<file path="config.mk">
export PLATFORM = sky130hd
export DESIGN_NAME = micro_board_judge
export DESIGN_NICKNAME = d
export VERILOG_FILES = /design/src/rtl/micro_board_judge_pkg.sv /design/src/rtl/micro_board_judge_line_checker.sv /design/src/rtl/micro_board_judge.sv
export SDC_FILE = /design/constraint.sdc
export NUM_CORES = 1
export LEC_CHECK = 0
export BUFFER_PORTS_ARGS = -buffer_cell sky130_fd_sc_hd__buf_4
export CORE_MARGIN = 1.5
export CORE_UTILIZATION = 50
export DETAILED_ROUTE_END_ITERATION = 16
export PLACE_DENSITY_LB_ADDON = 0.12
export RECOVER_POWER = 50
export SETUP_SLACK_MARGIN = 0.05
export SKIP_LAST_GASP = 1
export SYNTH_ARGS = -nofsm -noshare
export SYNTH_HDL_FRONTEND = slang
export SYNTH_HIERARCHICAL = 1
export SYNTH_SLANG_ARGS = --single-unit
export TNS_END_PERCENT = 30
</file>
<file path="constraint.sdc">
create_clock -name clk -period 4.1 [get_ports clk]
set_input_delay 0.82 -clock clk [delete_from_list [all_inputs] [get_ports clk]]
set_output_delay 0.82 -clock clk [all_outputs]
set_load 0.005 [all_outputs]
</file>
<file path="src/rtl/micro_board_judge_pkg.sv">
// Shared definitions for the micro-board judge.
//   - cell / macro board-state encodings (EMPTY, P1, P2, DRAW)
//   - FSM state encodings
//   - the 8-line cell index table (0-based cell positions, cell k stored at k-1)
//   - board index range helper
package micro_board_judge_pkg;

   // Cell marks and macro board states share one 2-bit encoding.
   // A cell holding DRAW (11) is treated as empty.
   localparam logic [1:0] EMPTY = 2'b00;
   localparam logic [1:0] P1    = 2'b01;
   localparam logic [1:0] P2    = 2'b10;
   localparam logic [1:0] DRAW  = 2'b11;

   typedef logic [2:0] state_t;

   localparam state_t ST_IDLE  = 3'd0;
   localparam state_t ST_READ  = 3'd1;
   localparam state_t ST_WAIT  = 3'd2;
   localparam state_t ST_EVAL  = 3'd3;
   localparam state_t ST_WRITE = 3'd4;
   localparam state_t ST_DONE  = 3'd5;

   localparam int NUM_LINES = 8;

   // rows 123,456,789; columns 147,258,369; diagonals 159,357
   localparam logic [3:0] LINE_TAB [NUM_LINES][3] = '{
      '{4'd0, 4'd1, 4'd2},
      '{4'd3, 4'd4, 4'd5},
      '{4'd6, 4'd7, 4'd8},
      '{4'd0, 4'd3, 4'd6},
      '{4'd1, 4'd4, 4'd7},
      '{4'd2, 4'd5, 4'd8},
      '{4'd0, 4'd4, 4'd8},
      '{4'd2, 4'd4, 4'd6}
   };

   function automatic logic idx_valid(input logic [3:0] idx);
      return (idx >= 4'd1) && (idx <= 4'd9);
   endfunction

endpackage

</file>
<file path="src/rtl/micro_board_judge_line_checker.sv">
// Combinational line evaluation of one 3x3 micro board.
// Ports:
//   cells   in  9x2  cell marks, cells[k-1] holds cell k
//   p1_win  out      some line holds three P1 marks
//   p2_win  out      some line holds three P2 marks
//   full    out      all nine cells hold a P1 or P2 mark
//   blocked out      every line holds at least one P1 and one P2 mark
module micro_board_judge_line_checker
   import micro_board_judge_pkg::*;
(
   input  logic [8:0][1:0] cells,
   output logic            p1_win,
   output logic            p2_win,
   output logic            full,
   output logic            blocked
);

   logic [2:0] m1;
   logic [2:0] m2;

   always_comb begin
      p1_win  = 1'b0;
      p2_win  = 1'b0;
      full    = 1'b1;
      blocked = 1'b1;
      m1      = '0;
      m2      = '0;
      for (int i = 0; i < 9; i++) begin
         if (!((cells[i] == P1) || (cells[i] == P2))) full = 1'b0;
      end
      for (int l = 0; l < NUM_LINES; l++) begin
         for (int k = 0; k < 3; k++) begin
            m1[k] = (cells[LINE_TAB[l][k]] == P1);
            m2[k] = (cells[LINE_TAB[l][k]] == P2);
         end
         if (&m1) p1_win = 1'b1;
         if (&m2) p2_win = 1'b1;
         if (!((|m1) && (|m2))) blocked = 1'b0;
      end
   end

endmodule

</file>
<file path="src/rtl/micro_board_judge.sv">
// Micro-board judge: reads the nine cells of one micro board from the cell RAM,
// decides its macro state and writes it to the macro board-state RAM.
// Ports:
//   clk, reset         single clock, synchronous active-high reset
//   start, board_idx   one-cycle request to judge micro board 1..9
//   cell_addr          cell-RAM read address {board, cell}
//   cell_data          cell-RAM read data, RD_LAT cycles after cell_addr
//   we, addr, data     macro board-state RAM write port
//   busy, done, result judgement status and last judged state
// Parameter RD_LAT: cell-RAM read latency, 1 or 2.
// Macro EARLY_DRAW_EN: also call a draw once every line holds both players' marks.
//
// state    | meaning
// ---------+-----------------------------------------------------------
// IDLE     | waiting for start with a board index in 1..9
// READ     | issuing cell fields 1..9, one per cycle
// WAIT     | RD_LAT cycles for the cell-9 data to land in the shadow
// EVAL     | line check of the shadow, result registered
// WRITE    | macro RAM write when the result is not in-progress
// DONE     | done pulse, result published, busy falls at the next edge
module micro_board_judge
   import micro_board_judge_pkg::*;
#(
   parameter int RD_LAT = 1
)
(
   input  logic       clk,
   input  logic       reset,
   input  logic       start,
   input  logic [3:0] board_idx,
   output logic [7:0] cell_addr,
   input  logic [1:0] cell_data,
   output logic       we,
   output logic [3:0] addr,
   output logic [1:0] data,
   output logic       busy,
   output logic       done,
   output logic [1:0] result
);

   state_t          state;
   logic [3:0]      idx_q;
   logic [3:0]      rd_cnt;
   logic            wait_cnt;
   logic [1:0]      res_q;
   logic [8:0][1:0] shadow;

   // Address pipeline: which cell each returning read belongs to.
   logic [1:0]      pvld;
   logic [3:0]      pidx0;
   logic [3:0]      pidx1;
   logic            cap_vld;
   logic [3:0]      cap_idx;

   logic            p1_win;
   logic            p2_win;
   logic            full;
   logic            blocked;
   logic            draw_ok;
   logic [1:0]      eval_res;

   assign cap_vld = (RD_LAT == 1) ? pvld[0] : pvld[1];
   assign cap_idx = (RD_LAT == 1) ? pidx0   : pidx1;

   micro_board_judge_line_checker u_line_checker (
      .cells   (shadow),
      .p1_win  (p1_win),
      .p2_win  (p2_win),
      .full    (full),
      .blocked (blocked)
   );

   always_comb begin
`ifdef EARLY_DRAW_EN
      draw_ok = full | blocked;
`else
      draw_ok = full;
`endif
      case ({p1_win, p2_win})
         2'b10:   eval_res = P1;
         2'b01:   eval_res = P2;
         2'b11:   eval_res = DRAW;
         default: eval_res = draw_ok ? DRAW : EMPTY;
      endcase
   end

   always_ff @(posedge clk) begin
      if (reset) begin
         state    <= ST_IDLE;
         idx_q    <= '0;
         rd_cnt   <= '0;
         wait_cnt <= 1'b0;
         res_q    <= EMPTY;
         shadow   <= '0;
         pvld     <= '0;
         pidx0    <= '0;
         pidx1    <= '0;
         busy     <= 1'b0;
         done     <= 1'b0;
         result   <= EMPTY;
      end else begin
         done  <= 1'b0;
         pvld  <= {pvld[0], (state == ST_READ)};
         pidx0 <= rd_cnt;
         pidx1 <= pidx0;
         if (cap_vld) shadow[cap_idx - 4'd1] <= cell_data;

         case (state)
            ST_IDLE: begin
               if (start && idx_valid(board_idx)) begin
                  idx_q  <= board_idx;
                  rd_cnt <= 4'd1;
                  busy   <= 1'b1;
                  state  <= ST_READ;
               end
            end
            ST_READ: begin
               if (rd_cnt == 4'd9) begin
                  rd_cnt   <= 4'd0;
                  wait_cnt <= (RD_LAT == 2);
                  state    <= ST_WAIT;
               end else begin
                  rd_cnt <= rd_cnt + 4'd1;
               end
            end
            ST_WAIT: begin
               if (wait_cnt == 1'b0) state <= ST_EVAL;
               else                  wait_cnt <= wait_cnt - 1'b1;
            end
            ST_EVAL: begin
               res_q <= eval_res;
               state <= ST_WRITE;
            end
            ST_WRITE: begin
               done   <= 1'b1;
               result <= res_q;
               state  <= ST_DONE;
            end
            ST_DONE: begin
               busy  <= 1'b0;
               state <= ST_IDLE;
            end
            default: state <= ST_IDLE;
         endcase
      end
   end

   assign cell_addr = {idx_q, (state == ST_READ) ? rd_cnt : 4'd0};
   assign we        = (state == ST_WRITE) && (res_q != EMPTY);
   assign addr      = idx_q;
   assign data      = res_q;

endmodule

</file>
# Yosys cells after proc, flatten, opt, wreduce, memory -nomap -nowiden
# Cells that the tools add are included.
# Widths: inputs -> output; s select.
# word_totals
input_bits,9
romBits,0
ramBits,0
register_bits,41
memories,0
latch_bits,0
elab_cells,139
# classes
n_mux,44
multipliers,0
n_div,0
order_cmp,4
bitwise_logic,0
reduce_logical,39
add_sub_neg,3
n_eq_ne,30
shifts,0
# ops
cell,count
$reduce_and 3->1,17
$mux 1,29
$eq 2x2->1 const B,11
$eq 2x1->1 const B,10
$bwmux 18,1
$pmux 3 s5,1
$mux 4,3
$logic_or 1x1->1,9
$mux 3,3
$demux 2 s4,1
$ge 4x1->1 const B,2
$pmux 4 s2,1
$reduce_and 2->1,4
$reduce_bool 2->1,4
$eq 3x2->1 const B,2
$eq 3x3->1 const B,2
$pmux 2 s3,1
$lt 4x5->1 const B,1
$add 4x1->4 const B,1
$eq 4x4->1 const B,1
$le 4x4->1 const B,1
$logic_and 1x1->1,4
$mux 2,2
$ne 2x2->1 const B,2
6 further kinds,7

# Logic depth before layout (Yosys ltp)
# depth
ltp_word,13
depth_mapped,8

# Hierarchy
# Netlist, hierarchy kept.
# modules_own_cells
mod,cells_per_inst,n_inst,area_each_um2,seq_area_each_um2
micro_board_judge,181,1,1670.4,800.8
micro_board_judge_line_checker,80,1,630.6,0.0

# Least setup slack after synthesis
# OpenSTA, ideal clock, no wires.
# synth_path
path_type,input-to-reg
startpoint,in board_idx[3]
endpoint,"reg idx_q[3], in the netlist addr[3]"
stages,4
t_required_ps,3972
arrival_time_ps,1745
path_slack_ps,2227
setup_time_ps,128
path_cell_list,or4_4 -> nand4_4 -> mux2i_1 -> nor2_1
# synth_between
elab_chain_len,4
word_cells_on_any_way,5
cone_classes,2 x order compare; 3 x reduce/logical
# synth_lines
element,line,text
from (decl),micro_board_judge.sv:30,"input logic [3:0] board_idx,"
$ge 4x1->1 / $le 4x4->1 (equally long branches),micro_board_judge_pkg.sv:39,return (idx >= 4'd1) && (idx <= 4'd9);
$logic_and 1x1->1,micro_board_judge_pkg.sv:39,
$logic_and 1x1->1,micro_board_judge.sv:110,if (start && idx_valid(board_idx)) begin
$reduce_and 2->1 (no line),-,
to (signal assigned),micro_board_judge.sv:111,idx_q <= board_idx;
to (decl),micro_board_judge.sv:42,logic [3:0] idx_q;
# Several ways; a longest one is shown, not always the timed one.
# A chain may end at the register's enable or synchronous reset.

==> out/summary.txt <==
Fin crit period -> 2.45 ns
Max Root-Sink Buffers -> 2
Initial core utilization -> 52.7%
Achievable Freq -> 408 MHz
Crit-path max FO -> 40
Max Cap Viol -> 1
Syn nets -> 272
Routed vias -> 1,631
Failing checks -> capacitance limit, slew limit
Num CTS Buffers -> 5
Filler cell count in the final layout -> 372
Clock Latency Late Sink -> 0.29 ns
Layout cell share with drive strength beyond 1 -> 16.0%
Detailed Routing Iterations Pass 1 -> 4
CP Data Arrival Time -> 2.63 ns
Die Width -> 68.4 um
Peak VDD IR -> 0.225 mV
# DRC -> 0
Final Wtd Congestion -> 0.822
DIE AREA -> 4680 um2
Mean Syn Cell Area -> 8.95 um2
Slowest cell on crit path -> clkbuf_1
Slew margin rel. -> -17.0%
Port bufs -> 27
Hold Crit Class -> flip-flop to flip-flop
TNS Setup -> 0 ns
Gr ovfl total -> 0
Routed wire per std cell -> 12.9 um
Chip Height -> 68.4 um
Setup WS pre-CTS -> 2.03 ns
First-pass GRT wire length -> 6610 um
Core area -> 4060 um2
GRT Total Usage -> 19.3%
Cell Rows -> 23
Worst Path Required -> 4.28 ns
Netlist Area Pre-Place -> 2140 um2
Pwr dens -> 329 nW/um2
Final setup fails -> 0
Ports -> 28
Total leakage power -> 0.995 nW
Clk sinks -> 40
Largest net degree at the start of global routing -> 41
Post-DP HPWL -> 2960 um
Setup repair bufs after CTS -> 0
Antenna violations before repair -> 0
Final Slew Violations -> 41
CP peak stage delay -> 1.24 ns
Final clock skew -> 0.00173 ns
Final hold vios -> 0
Final #Nets -> 294
Final Cycle Share -> 59.8%
H-tree depth -> 2
CTS resizes -> 0
N_diodes -> 0
CTS tree -> done
Vias/cell -> 5.23
Number of global-route vias before repair -> 1,450
CP endpoint kind -> flip-flop
Synthesis Warnings -> 6
CP cell instances -> clkbuf_1, nor2b_1, a311o_1
CTS Hold Bufs -> 0
Final wirelength -> 4020 um
Worst Setup Start Kind -> input pin
RSZ-0062 raised after global routing -> no
Setup Crit Path Kind -> input pin to flip-flop
Initial DRC Count -> 81
Setup ws final -> 1.65 ns
Number of cells produced by synthesis -> 239
Status -> finished with violations
Worst Tran Pin Value -> 1.75 ns
Root Buffer -> clkbuf_8
Routed Antenna Nets -> 0
Tot Pwr -> 0.000810 W
Area Overhead vs Synth -> 15.2%
Flop2flop setup slack -> 2.17 ns
Clk slew on worst S/H paths -> 0.07 ns
-- placed cells by master, fill, tap and decap left out, drive strengths merged, types with 2 or more instances in the layout --
| cell | n |
|---|---|
| nor2b | 7 |
| dfxtp | 40 |
| a22o | 4 |
| nand3 | 7 |
| buf | 23 |
| nand2b | 9 |
| nand2 | 14 |
| nor3b | 3 |
| and2 | 3 |
| ha | 24 |
| or4 | 2 |
| a222oi | 2 |
| nand3b | 3 |
| nor2 | 35 |
| o21ai | 6 |
| mux2i | 18 |
| clkbuf | 11 |
| nor4 | 2 |
| a21oi | 13 |
| nor3 | 2 |
| a32oi | 2 |
| inv | 20 |
| nor4b | 2 |
-- per-layer routing --
layer / global-route usage (%) / part of all wire, %
met5: 0 / 0
met4: 6.50 / 1.7
met3: 5.92 / 4.0
met2: 32.1 / 46
met1: 23.4 / 48
-- critical path: cells and delay by family --
| family | cells | cell delay, ns |
|---|---|---|
| and+or+nand+nor | 1 | 0.17 |
| AOI/OAI and AO/OA | 1 | 0.39 |
| buffers and inverters | 1 | 1.24 |
-- through the flow --
step / util (%) / area, um2 / instances / hold slack [ns]
after floorplan: - / 2140 / 239 / 0.453
after global placement: 57.7 / 2340 / 304 / 0.451
after detailed placement: 57.7 / 2340 / 304 / 0.453
after CTS: 60.8 / 2470 / 312 / 0.466
after global routing: 60.7 / 2460 / 312 / 0.480
final: 60.7 / 2460 / 312 / 0.458
-- final timing paths --
kind | cells after the start | to | start
setup / recovery | 3 | rd_cnt[2] | reset
hold / removal | 2 | result[0] | result[0]
setup reg to reg | 7 | data[1] | shadow[8]
hold reg to reg | 2 | result[0] | result[0]
-- sequential cells by signal, summed over array words and instances (netlist names) --
| register | cells |
|---|---|
| data | 2 |
| result | 2 |
| state | 3 |
| rd_cnt | 4 |
| done | 1 |
| busy | 1 |
| cap_idx | 4 |
| addr | 4 |
| pvld | 1 |
| shadow | 18 |
-- power breakdown --
part / internal, W / switching [W]
Combinational: 0.0000265 / 0.0000309
Sequential: 0.000396 / 0.00000802
Clock: 0.000215 / 0.000134
-- layout make-up --
type / instances / area, um2 / share of cell area (%)
Clock buffer: 7 / 96.3 / 3.91
Clock inverter: 1 / 30.0 / 1.22
Inverter: 20 / 75.1 / 3.05
Multi-Input combinational cell: 167 / 1200 / 48.7
Sequential cell: 40 / 801 / 32.5
Tap cell: 50 / 62.6 / 2.54
Timing Repair Buffer: 27 / 199 / 8.08
(Power assumes the default switching activity.)
